**config.mk**
```make
export PLATFORM = sky130hd
export DESIGN_NAME = vga_pixel_fifo
export DESIGN_NICKNAME = d
export VERILOG_FILES = /design/src/rtl/vga_pixel_fifo.sv
export SDC_FILE = /design/constraint.sdc
export NUM_CORES = 1
export LEC_CHECK = 0
export CAP_MARGIN = 20
export CORE_MARGIN = 5
export CORE_UTILIZATION = 35
export DETAILED_ROUTE_END_ITERATION = 10
export GPL_TIMING_DRIVEN = 1
export PLACE_DENSITY_LB_ADDON = 0.08
export REMOVE_ABC_BUFFERS = 1
export SYNTH_ARGS = -nofsm -noshare
export SYNTH_HDL_FRONTEND = slang
export SYNTH_SLANG_ARGS = --single-unit
```
**constraint.sdc**
```tcl
create_clock -name clk -period 3.4 [get_ports clk]
set_input_delay 0.68 -clock clk [delete_from_list [all_inputs] [get_ports clk]]
set_output_delay 0.68 -clock clk [all_outputs]
set_load 0.005 [all_outputs]
```
**src/rtl/vga_pixel_fifo.sv**
```systemverilog
// vga_pixel_fifo: circular pixel buffer feeding a registered VGA RGB output with underflow tracking
module vga_pixel_fifo #(
  parameter int DATA_W = 12,
  parameter int DEPTH  = 16
) (
  input  logic                       clk,
  input  logic                       rst,
  input  logic                       in_valid,
  input  logic [DATA_W-1:0]          in_data,
  output logic                       in_ready,
  input  logic                       video_on,
  input  logic                       flush,
  output logic [DATA_W-1:0]          rgb_data,
  output logic [$clog2(DEPTH):0]     level,
  output logic                       underflow,
  input  logic                       underflow_clr
);
  localparam int AW = $clog2(DEPTH);
  localparam logic [AW:0] FULL = (AW+1)'(DEPTH);
  logic [DATA_W-1:0] mem [DEPTH];
  logic [AW-1:0] wr_ptr, rd_ptr;
  logic push, pop, empty;
  assign empty    = level == '0;
  assign in_ready = level != FULL;
  assign push     = in_valid && in_ready;
  assign pop      = video_on && !empty;
  // storage array; contents survive reset and flush, only pointers are cleared
  always_ff @(posedge clk)
    if (push) mem[wr_ptr] <= in_data;
  // pointers, occupancy, output register and sticky underflow; reset beats flush beats traffic
  always_ff @(posedge clk) begin
    if (rst) begin
      wr_ptr    <= '0;
      rd_ptr    <= '0;
      level     <= '0;
      rgb_data  <= '0;
      underflow <= 1'b0;
    end else if (flush) begin
      wr_ptr    <= '0;
      rd_ptr    <= '0;
      level     <= '0;
      rgb_data  <= '0;
      underflow <= underflow && !underflow_clr;
    end else begin
      wr_ptr    <= wr_ptr + AW'(push);
      rd_ptr    <= rd_ptr + AW'(pop);
      level     <= level + (AW+1)'(push) - (AW+1)'(pop);
      rgb_data  <= pop ? mem[rd_ptr] : '0;
      underflow <= (video_on && empty) || (underflow && !underflow_clr);
    end
  end
endmodule

```
# --- Yosys cells after proc, flatten, opt, wreduce, memory -nomap -nowiden ---
# Memories as Yosys holds them, arrays and structs flattened. A register that Yosys moved wholly into a read port is not among the register bits.
# Cells that the tools add are included.
classes:
  eq_ne: 1
  bitwise_logic: 1
  n_mux: 3
  n_reduce_logical: 10
  n_addsub: 4
ops:
  columns: ["operator", "count"]
  rows:
  - ["$add A4 B1 Y4", 2]
  - ["$add A5 B1 Y5", 1]
  - ["$logic_not A5 Y1", 1]
  - ["$ne A5 B5 Y1 const B", 1]
  - ["$sub A5 B1 Y5", 1]
  - ["$logic_and A1 B1 Y1", 4]
  - ["$mux W1", 3]
  - ["$reduce_or A3 Y1", 1]
  - ["$logic_not A1 Y1", 2]
  - ["$reduce_or A2 Y1", 1]
  - ["$logic_or A1 B1 Y1", 1]
  - ["$not A1 Y1", 1]
totals:
  n_memories: 1
  ff_bits: 14
  input_bits: 18
  ram_bits: 192
mem_list:
  columns: ["name", "words", "width", "read_ports", "rd_clocked_by_memory_dff", "wr", "line", "text"]
  rows:
  - ["mem", 16, 12, 1, 1, 1, "20", "logic [DATA_W-1:0] mem [DEPTH];"]

# --- Depth between registers and ports, before layout ---
# Gate-level depths: netlist of run 1.
logic_depth:
  depth_word: 5
  mapped_depth: 13
  ltp_nobuf: 13

# --- Worst setup path after synthesis of run 1 ---
# Ideal clock, no wire load.
synth_path:
  path_type: "flip-flop to flip-flop"
  from: "register level[3]"
  to: "register level[4]"
  setup_time_ns: 0.126
  setup_slack_ns: 0.651
  arrival_time_ns: 2.622
  stages_incl_launch_ff: 14
  t_required_ns: 3.274
  cell_sequence: "dfxtp_1 > inv_1 > ha_1 > or4b_1 > and2_1 > ha_1 > inv_1 > ha_1 > inv_1 > fa_1 > nand2b_1 > a21oi_1 > o21ai_0 > nor3b_1"
synth_between:
  elab_chain_len: 4
  elab_cells_between_ends: 7
synth_lines:
  columns: ["element", "line", "text"]
  rows:
  - ["start, declared", "14", "output logic [$clog2(DEPTH):0] level,"]
  - ["start signal, assigned", "47", "level <= level + (AW+1)'(push) - (AW+1)'(pop);"]
  - ["$ne A5 B5 Y1 / $logic_not A5 Y1 (equally long branches)", "24, 23", null]
  - ["$logic_and A1 B1 Y1 / $logic_not A1 Y1 (equally long branches)", "25, 26", null]
  - ["$add A5 B1 Y5 / $logic_and A1 B1 Y1 (equally long branches)", "47, 26", null]
  - ["$sub A5 B1 Y5 *", "47", null]
# Mark *: on every way between the ends. The rest lies on a longest branch, timed or not.
# A chain may end at the register's enable or synchronous reset.

# --- Final worst setup path of run 1 ---
# Ends and elaborated chain as after synthesis.

==> results.tsv, run 1 <==
metric	value	unit
outcome	complete, no violations	
vias	3992	
maxCapViolCount	0	
num_rows	56	
grt_max_degree	29	
setup_violations	0	
most-common-layout-cells	192 x edfxtp_1, 48 x mux4_2, 36 x clkdlybuf4s50_1	
cp-start-kind	register	
layout_min_cycle_time	2.92	ns
syn2layout_area_growth	20.8	%
dp_hpwl	11000	um
p_seq_share	48.3	%
fin_util	42.8	%
dr.pass1.iters	4	
clock.fmax	342	MHz
die_h	164	um
port_buffers	36	
rsz0062_at_grt	no	
nNetsFinal	506	
cts-htree-levels	1	
ant_nets	0	
p_sw_share	22.5	%
layout_commonest_cell	edfxtp_1	
synth_cell_type_count	33	
track_usage	13.9	%
first_iter_violations	202	
insertion_delay	0.51	ns
fp.dieW	164	um
gr-total-overflow	0	
drive_above_1_share	24.6	%
worstSetupEndpointType	register	
peakVddDrop	0.297	mV
hold_violations	0	
power_density	636	nW/um^2
tightest_slew	1.05	ns
netlist_instances	402	
fin_setup_tns	0	ns
cts_setup_buffers	0	
drcViolationCount	0	
ys_ff_latch	218	
grt_pass1_vias	4465	
skew	0.00679	ns
cp_max_fo	4	
antenna_found_initial	0	
root_buffer	clkbuf_16	
crit_arrival	3.31	ns
r2r_cells	13	
clkTransAtPathRegs	0.06	ns
core_area	23500	sq um
p_sw	1.44	mW
clkPwrFrac	40.1	%
ys.warnings.count	0	
fin_area	10100	sq um
maxSlewHeadroom	30.0	%
p_leak	3.16	nW
place_congestion	0.758	
start_util	35.5	%
die_area	27000	sq um
post_cts_resized	0	
internal-power	4.96	mW
path_class	register to register	
dpl_cell_area	9260	sq um
post_drt_wl_per_cell	22.3	um
routed_wl	18200	um
io_pins	37	
numCtsBuffers	25	
slew_viol_final	0	
synthesis.area	8320	sq um
via_per_inst	4.90	
clk_path_buf_depth	3	
hold_class	register to register	
p_comb_share	11.6	%
hold_depth	2	
cts_sinks	218	
finalCritPeriodShare	85.9	%
synth.avg_cell_area	20.7	sq um
cts_hold_buf	0	
cts_tree	built	
antenna_cells	0	
grt_pass1_wl	27700	um
seq_area_frac_synth	75.5	%
critPathRequiredTime	3.79	ns
area by class of cell:
| class | instances | area (sq um) |
|---|---|---|
| flip-flops and latches | 218 | 6290 |
| clock inverters | 14 | 121 |
| inverters | 9 | 33.8 |
| clock buffers | 32 | 672 |
| well taps | 319 | 399 |
| fillers | 2073 | 13400 |
| multi-input cells | 156 | 1910 |
| repair buffers | 67 | 631 |
critical path, stage by stage, from the launching register on:
cell	delay [ns]
dfxtp_1	0.33
inv_1	0.08
ha_1	0.15
or4b_1	0.52
and2_1	0.22
ha_1	0.27
inv_1	0.05
ha_1	0.16
inv_1	0.06
fa_1	0.41
nand2b_1	0.16
a21oi_1	0.17
o21ai_0	0.09
nor3b_1	0.14
through the flow:
step / std cells / hold slack, ns / setup WS [ns] / power [mW]
after floorplan: 383 / 0.467 / 0.289 / 3.61
after global placement: 769 / 0.465 / 0.458 / 3.91
after detailed placement: 769 / 0.468 / 0.443 / 3.91
after CTS: 815 / 0.476 / 0.481 / 6.49
after global routing: 815 / 0.512 / 0.241 / 6.69
final: 815 / 0.474 / 0.478 / 6.39
cell families after synthesis:
kind of cell,after synthesis,synth area share (%)
DFF,218,75.5
muxes,72,15.9
and+or+nand+nor,49,3.05
buffers and inverters,28,1.79
AOI/OAI and AO/OA,17,1.28
adders and majority gates,11,1.74
xor gates and xnor gates,7,0.737
sequential cells by signal, indices dropped and copies added (netlist names):
| signal | count |
|---|---|
| level | 5 |
| mem | 192 |
| rd_ptr | 4 |
| rgb_data | 12 |
| underflow | 1 |
| wr_ptr | 4 |
per-layer routing:
metal  wire [um]  share of wire [%]  global-route usage [%]
met5           0                  0                       0
met1        8150                 45                    18.9
met2        8930                 49                    23.4
met4         309                1.7                    3.51
met3         824                4.5                    2.36
power groups by stage:
stage               clock network (mW)  registers [mW]  logic, mW
detailed placement                   0            3.15      0.758
global route                      2.75            3.11      0.833
finish                            2.56            3.09      0.745
global placement                     0            3.15      0.761
CTS                               2.63            3.09      0.763
floorplan                            0            3.15      0.459
cells in the mapped netlist, drive strengths merged:
master	count	area share [%]
edfxtp	192	69
mux4	48	13
dfxtp	26	6.3
mux2i	24	2.9
nor2	20	0.90
buf	14	1.2
o22ai	12	0.90
ha	10	1.5
inv	9	0.41
and2	6	0.45
clkbuf	5	0.23
nor3	5	0.30
xnor2	4	0.42
nand2	3	0.14
nand2b	3	0.23
nand3	3	0.18
xor2	3	0.32
a21oi	2	0.12
nand3b	2	0.18
a21o	1	0.090
fa	1	0.24
nand4	1	0.075
nand4b	1	0.11
nand4bb	1	0.14
nor3b	1	0.090
o21ai	1	0.060
o32ai	1	0.11
or2	1	0.075
or3	1	0.075
or4b	1	0.12
final timing paths:
kind | slack [ns] | to | from
worst max-delay path | 0.48 | level[4]$_SDFF_PP0_ | level[3]$_SDFF_PP0_
worst min register to register | 0.47 | underflow$_SDFF_PP0_ | underflow$_SDFF_PP0_
worst min-delay path | 0.47 | underflow$_SDFF_PP0_ | underflow$_SDFF_PP0_
worst max register to register | 0.48 | level[4]$_SDFF_PP0_ | level[3]$_SDFF_PP0_
Note: power is estimated with default switching activity, not from simulation.
==> inputs of run 2 (changes only) <==
Settings changed: CORE_MARGIN 5 to unset, CTS_BUF_LIST set to sky130_fd_sc_hd__clkbuf_8.
Clock period 3.4 ns to 3.3 ns, I/O delays scaled along.
==> run 2 against run 1 <==
  * Non-clock buffer count unchanged
  * Worst setup slack worse by 0.12 ns
  * First-iteration DRC count up 16%
  * Sequential share of layout area grew 0.49 points
  * Power down 1.6%
  * Die area decreased by 9.5%
  * Via count rose by 1.5%
  * Sequential power increased by 3%
  * Critical endpoint unchanged
==> results.tsv, run 2 (synthesis results as in run 1) <==
metric	value	unit
outcome	complete, no violations	
largest_reg_flops	192	
p_comb_share	12.4	%
nNetsFinal	520	
setup_violations	0	
p_total	6.29	mW
cts_setup_buffers	0	
fill_cells	2118	
p_sw_share	23.9	%
slew_viol_final	0	
hold_class	register to register	
grt_pass1_wl	26900	um
fin_util	42.6	%
grt_max_degree	34	
r2r_cells	13	
power_density	630	nW/um^2
hold_violations	0	
rsz0062_at_grt	no	
die_h	156	um
worstSetupEndpointType	register	
multiInputGateArea	1910	sq um
grt_pass1_vias	4402	
via_per_inst	4.82	
r2r-end	level[4]$_SDFF_PP0_	
track_usage	15.5	%
r2r_slack	0.35	ns
fin_setup_tns	0	ns
finalCritPeriodShare	89.3	%
grt_use_met1	21.2	%
cp_max_fo	4	
skew	0.0287	ns
die_area	24400	sq um
numCtsBuffers	39	
cp-endpoint	level[4]$_SDFF_PP0_	
reg.largest.list	mem x192, rgb_data x12, level x5	
drive_above_1_share	26.7	%
cp_slowest_cell	or4b_1	
insertion_delay	0.54	ns
p_seq_share	50.6	%
fp.dieW	156	um
crit_arrival	3.35	ns
maxSlewHeadroom	37.8	%
post_cts_resized	0	
clkTransAtPathRegs	0.05	ns
instances_no_fill	840	
cts_sinks	218	
clk_path_buf_depth	3	
routed_wl	17900	um
drcViolationCount	0	
post_drt_wl_per_cell	21.4	um
clkPwrFrac	37.0	%
cts-htree-levels	2	
peakVddDrop	0.290	mV
layout_min_cycle_time	2.95	ns
clock.fmax	339	MHz
num_rows	56	
grt_busiest_layer	met2	
io_pins	37	
ant_nets	0	
layout_commonest_cell	edfxtp_1	
max_stage_delay	0.52	ns
place_congestion	0.691	
first_iter_violations	234	
maxCapViolCount	0	
tightest_slew	0.933	ns
ff_latch_area	6290	sq um
internal-power	4.79	mW
grt_util_met2	24.5	%
cp-start-kind	register	
p_sw	1.50	mW
syn2layout_area_growth	19.9	%
p_leak	3.22	nW
dp_cells	769	
vias	4050	
grt.met3_usage	3.36	%
critPathRequiredTime	3.70	ns
top_register	mem	
dr.pass1.iters	4	
dp_hpwl	10500	um
crit_start	level[3]$_SDFF_PP0_	
cts_tree	built	
path_cells	inv_1 -> ha_1 -> or4b_1 -> and2_1 -> ha_1 -> inv_1 -> ha_1 -> inv_1 -> fa_1 -> nand2b_1 -> a21oi_1 -> o21ai_0 -> nor3b_1	
antenna_found_initial	0	
gr-total-overflow	0	
start_util	35.6	%
path_class	register to register	
cts_hold_buf	0	
fin_area	9980	sq um
r2r_start	level[3]$_SDFF_PP0_	
dpl_cell_area	9240	sq um
antenna_cells	0	
port_buffers	36	
core_area	23400	sq um
root_buffer	clkbuf_8	
most-common-layout-cells	192 x edfxtp_1, 48 x mux4_2, 46 x clkbuf_8	
==> run 2: power by group through the flow <==
stage                     Sequential, mW  Combinational (mW)  Clock, mW
after global routing                3.21               0.866       2.53
after detailed placement            3.25               0.791          0
after global placement              3.25               0.789          0
after floorplan                     3.24               0.473          0
final                               3.19               0.780       2.32
after CTS                           3.19               0.796       2.41
==> run 2: worst min path at each step <==
stage                                    start                    to  slack (ns)  cells after the start
after floorplan           underflow$_SDFF_PP0_  underflow$_SDFF_PP0_        0.47                      2
after global placement    underflow$_SDFF_PP0_  underflow$_SDFF_PP0_        0.46                      2
after detailed placement  underflow$_SDFF_PP0_  underflow$_SDFF_PP0_        0.47                      2
after CTS                 underflow$_SDFF_PP0_  underflow$_SDFF_PP0_        0.48                      2
after global routing      underflow$_SDFF_PP0_  underflow$_SDFF_PP0_        0.51                      2
final                     underflow$_SDFF_PP0_  underflow$_SDFF_PP0_        0.47                      2
==> run 2: cell type report <==
class / instances / area share (%)
clock inverter: 25 / 1.07
inverter: 9 / 0.339
timing repair buffer: 67 / 6.07
multi-input combinational: 156 / 19.1
sequential: 218 / 63.1
tap: 319 / 4.00
clock buffer: 46 / 6.34
==> run 2: worst max-delay path: cells and delay by family, from the launching register on <==
family          cells  cell delay (ns)
buf+inv             3             0.21
flops               1             0.33
compound gates      2             0.27
fa+ha+maj           4             0.99
simple gates        4             1.04
==> run 2: metrics by stage <==
step	hold slack, ns	setup slack, ns
2_1_floorplan	0.467	0.189
3_3_place_gp	0.462	0.369
3_5_place_dp	0.470	0.342
4_1_cts	0.478	0.332
5_1_grt	0.509	0.125
6_report	0.472	0.354
==> run 2: routing by layer <==
layer	up-vias	share of wire, %
met1	2115	46
met5	-	0
met4	0	1.9
met3	32	4.5
li1	1816	-
met2	87	47
==> RTL edit (settings of run 2) <==
Change the parameter `DEPTH` from 16 to 8.
--- a/src/rtl/vga_pixel_fifo.sv
+++ b/src/rtl/vga_pixel_fifo.sv
@@ -2,5 +2,5 @@
 module vga_pixel_fifo #(
   parameter int DATA_W = 12,
-  parameter int DEPTH  = 16
+  parameter int DEPTH  = 8
 ) (
   input  logic                       clk,
Interface: changed (resized level); port bits go from 37 to 36. The function was not compared with the original's and may differ.
==> RTL edit against run 2 <==
Power shrank 50%; clock skew shrank 0.022 ns; sequential share of layout area shrank 3.2 points; critical path type is now flop to output pin; setup slack gained 0.33 ns; highest routed layer unchanged; cell area shrank 44%; die area shrank 45%; non-clock buffer count shrank 20; wire length shrank 48%; clock power shrank 46%; largest power group unchanged; synthesized area shrank 45%; sequential cell count shrank 99; cell count shrank 39%.
==> RTL edit: results (changes against run 2) <==
* Status: completed
* Post-synth EDFFs at 96 (-50%)
* Total CTS buffers at 17 (-56%)
* CP delay by family, top: buffers and inverters
* Nets@finish at 359 (-31%)
* Adder-cell area share of the yosys netlist at 0.0290 (+0.0115)
* First-pass GRT wire length at 14.4 mm (-47%)
* Seq/Total Area, Yosys at 0.731 (-0.0246)
* Place WS at 0.790 ns (+0.448 ns)
* Worst path slowest cell: or3b_2
* Reg2reg setup slack at 1.00 ns (+0.65 ns)
* Synth Area in XOR/XNOR at 0.00766 (+0.000290)
* H-tree Lvls at 4 (+2)
* Gpl congestion at 0.702 (+1.7%)
* Crit path max fanout at 5 (+1)
* Clk Latency, worst-skew pair at 0.43 ns (-0.11 ns)
* Vias in the first global route at 2592 (-41%)
* 1st-iter DRT viols at 88 (-62%)
* Longest Clk Path Bufs at 2 (-1)
* DR WL/cell at 18.0 um (-16%)
* RR Endpoint: level[2]
* Sw power at 0.679 mW (-55%)
* Synth area leaders: edfxtp_1 63%, mux2_2 12%, dfxtp_1 10%
* Post-DP HPWL at 5.59 mm (-47%)
* Most frequent cells after synthesis: 96 x edfxtp_1, 48 x mux2_2, 24 x o22ai_1, 23 x dfxtp_1, 18 x nor3_1
* Biggest regs: mem (96), rgb_data (12), level (4)
-- RTL edit: power groups by stage --
| stage | Clock (mW) | Combinational, mW | Sequential [mW] |
|---|---|---|---|
| 6_report | 1.25 | 0.231 | 1.68 |
| 2_1_floorplan | 0 | 0.122 | 1.71 |
| 4_1_cts | 1.30 | 0.238 | 1.68 |
| 3_5_place_dp | 0 | 0.236 | 1.71 |
| 5_1_grt | 1.36 | 0.260 | 1.68 |
| 3_3_place_gp | 0 | 0.237 | 1.71 |
-- RTL edit: metal layers --
metal / GRT usage / routed length, um / vias to the layer above
met1: 0.189 / 4110 / 1222
li1: - / - / 1172
met3: 0.0441 / 391 / 18
met5: 0 / 0 / -
met4: 0.0761 / 216 / 0
met2: 0.252 / 4580 / 44
-- RTL edit: stage by stage --
| step | hold WS [ns] | instances | area, sq um | total power, mW | util |
|---|---|---|---|---|---|
| 3_3_place_gp | 0.460 | 484 | 5200 | 1.95 | 0.410 |
| 4_1_cts | 0.478 | 516 | 5590 | 3.22 | 0.441 |
| 2_1_floorplan | 0.455 | 265 | 4520 | 1.83 | - |
| 5_1_grt | 0.492 | 516 | 5590 | 3.30 | 0.441 |
| 6_report | 0.475 | 516 | 5590 | 3.16 | 0.441 |
| 3_5_place_dp | 0.471 | 484 | 5200 | 1.95 | 0.410 |
-- RTL edit: logic make-up (layout without fill, tap and decap cells) --
family | count (synthesis) | count (layout)
DFF | 119 | 119
muxes | 49 | 49
and+or+nand+nor | 49 | 49
AOI/OAI and AO/OA | 28 | 28
buffers and inverters | 17 | 85
adders and majority gates | 10 | 10
xor gates and xnor gates | 4 | 4
-- RTL edit: worst max-delay path by stage --
stage	end	slack (ns)	depth (start not counted)
6_report	in_ready	0.68	4
5_1_grt	in_ready	0.59	4
4_1_cts	in_ready	0.64	4
3_5_place_dp	rgb_data[8]	0.79	5
3_3_place_gp	rgb_data[8]	0.83	5
2_1_floorplan	mem[1][0]	1.09	5
-- RTL edit: worst reg2reg max path: stages, from the launching register on --
cell and delay, ns:
dfxtp_1 0.31, inv_1 0.09, ha_1 0.14, or3b_2 0.50
nand2_1 0.15, xor2_1 0.16, ha_1 0.18, inv_1 0.05
fa_1 0.37, xor2_1 0.15, nor3_1 0.11
-- RTL edit: area by class of cell --
cell class              count  area [sq um]
fillers                  1177          7090
clock inverters             9          71.3
inverters                   6          22.5
repair buffers             47           453
well taps                 172           215
flip-flops and latches    119          3340
multi-input cells         140          1160
clock buffers              23           317
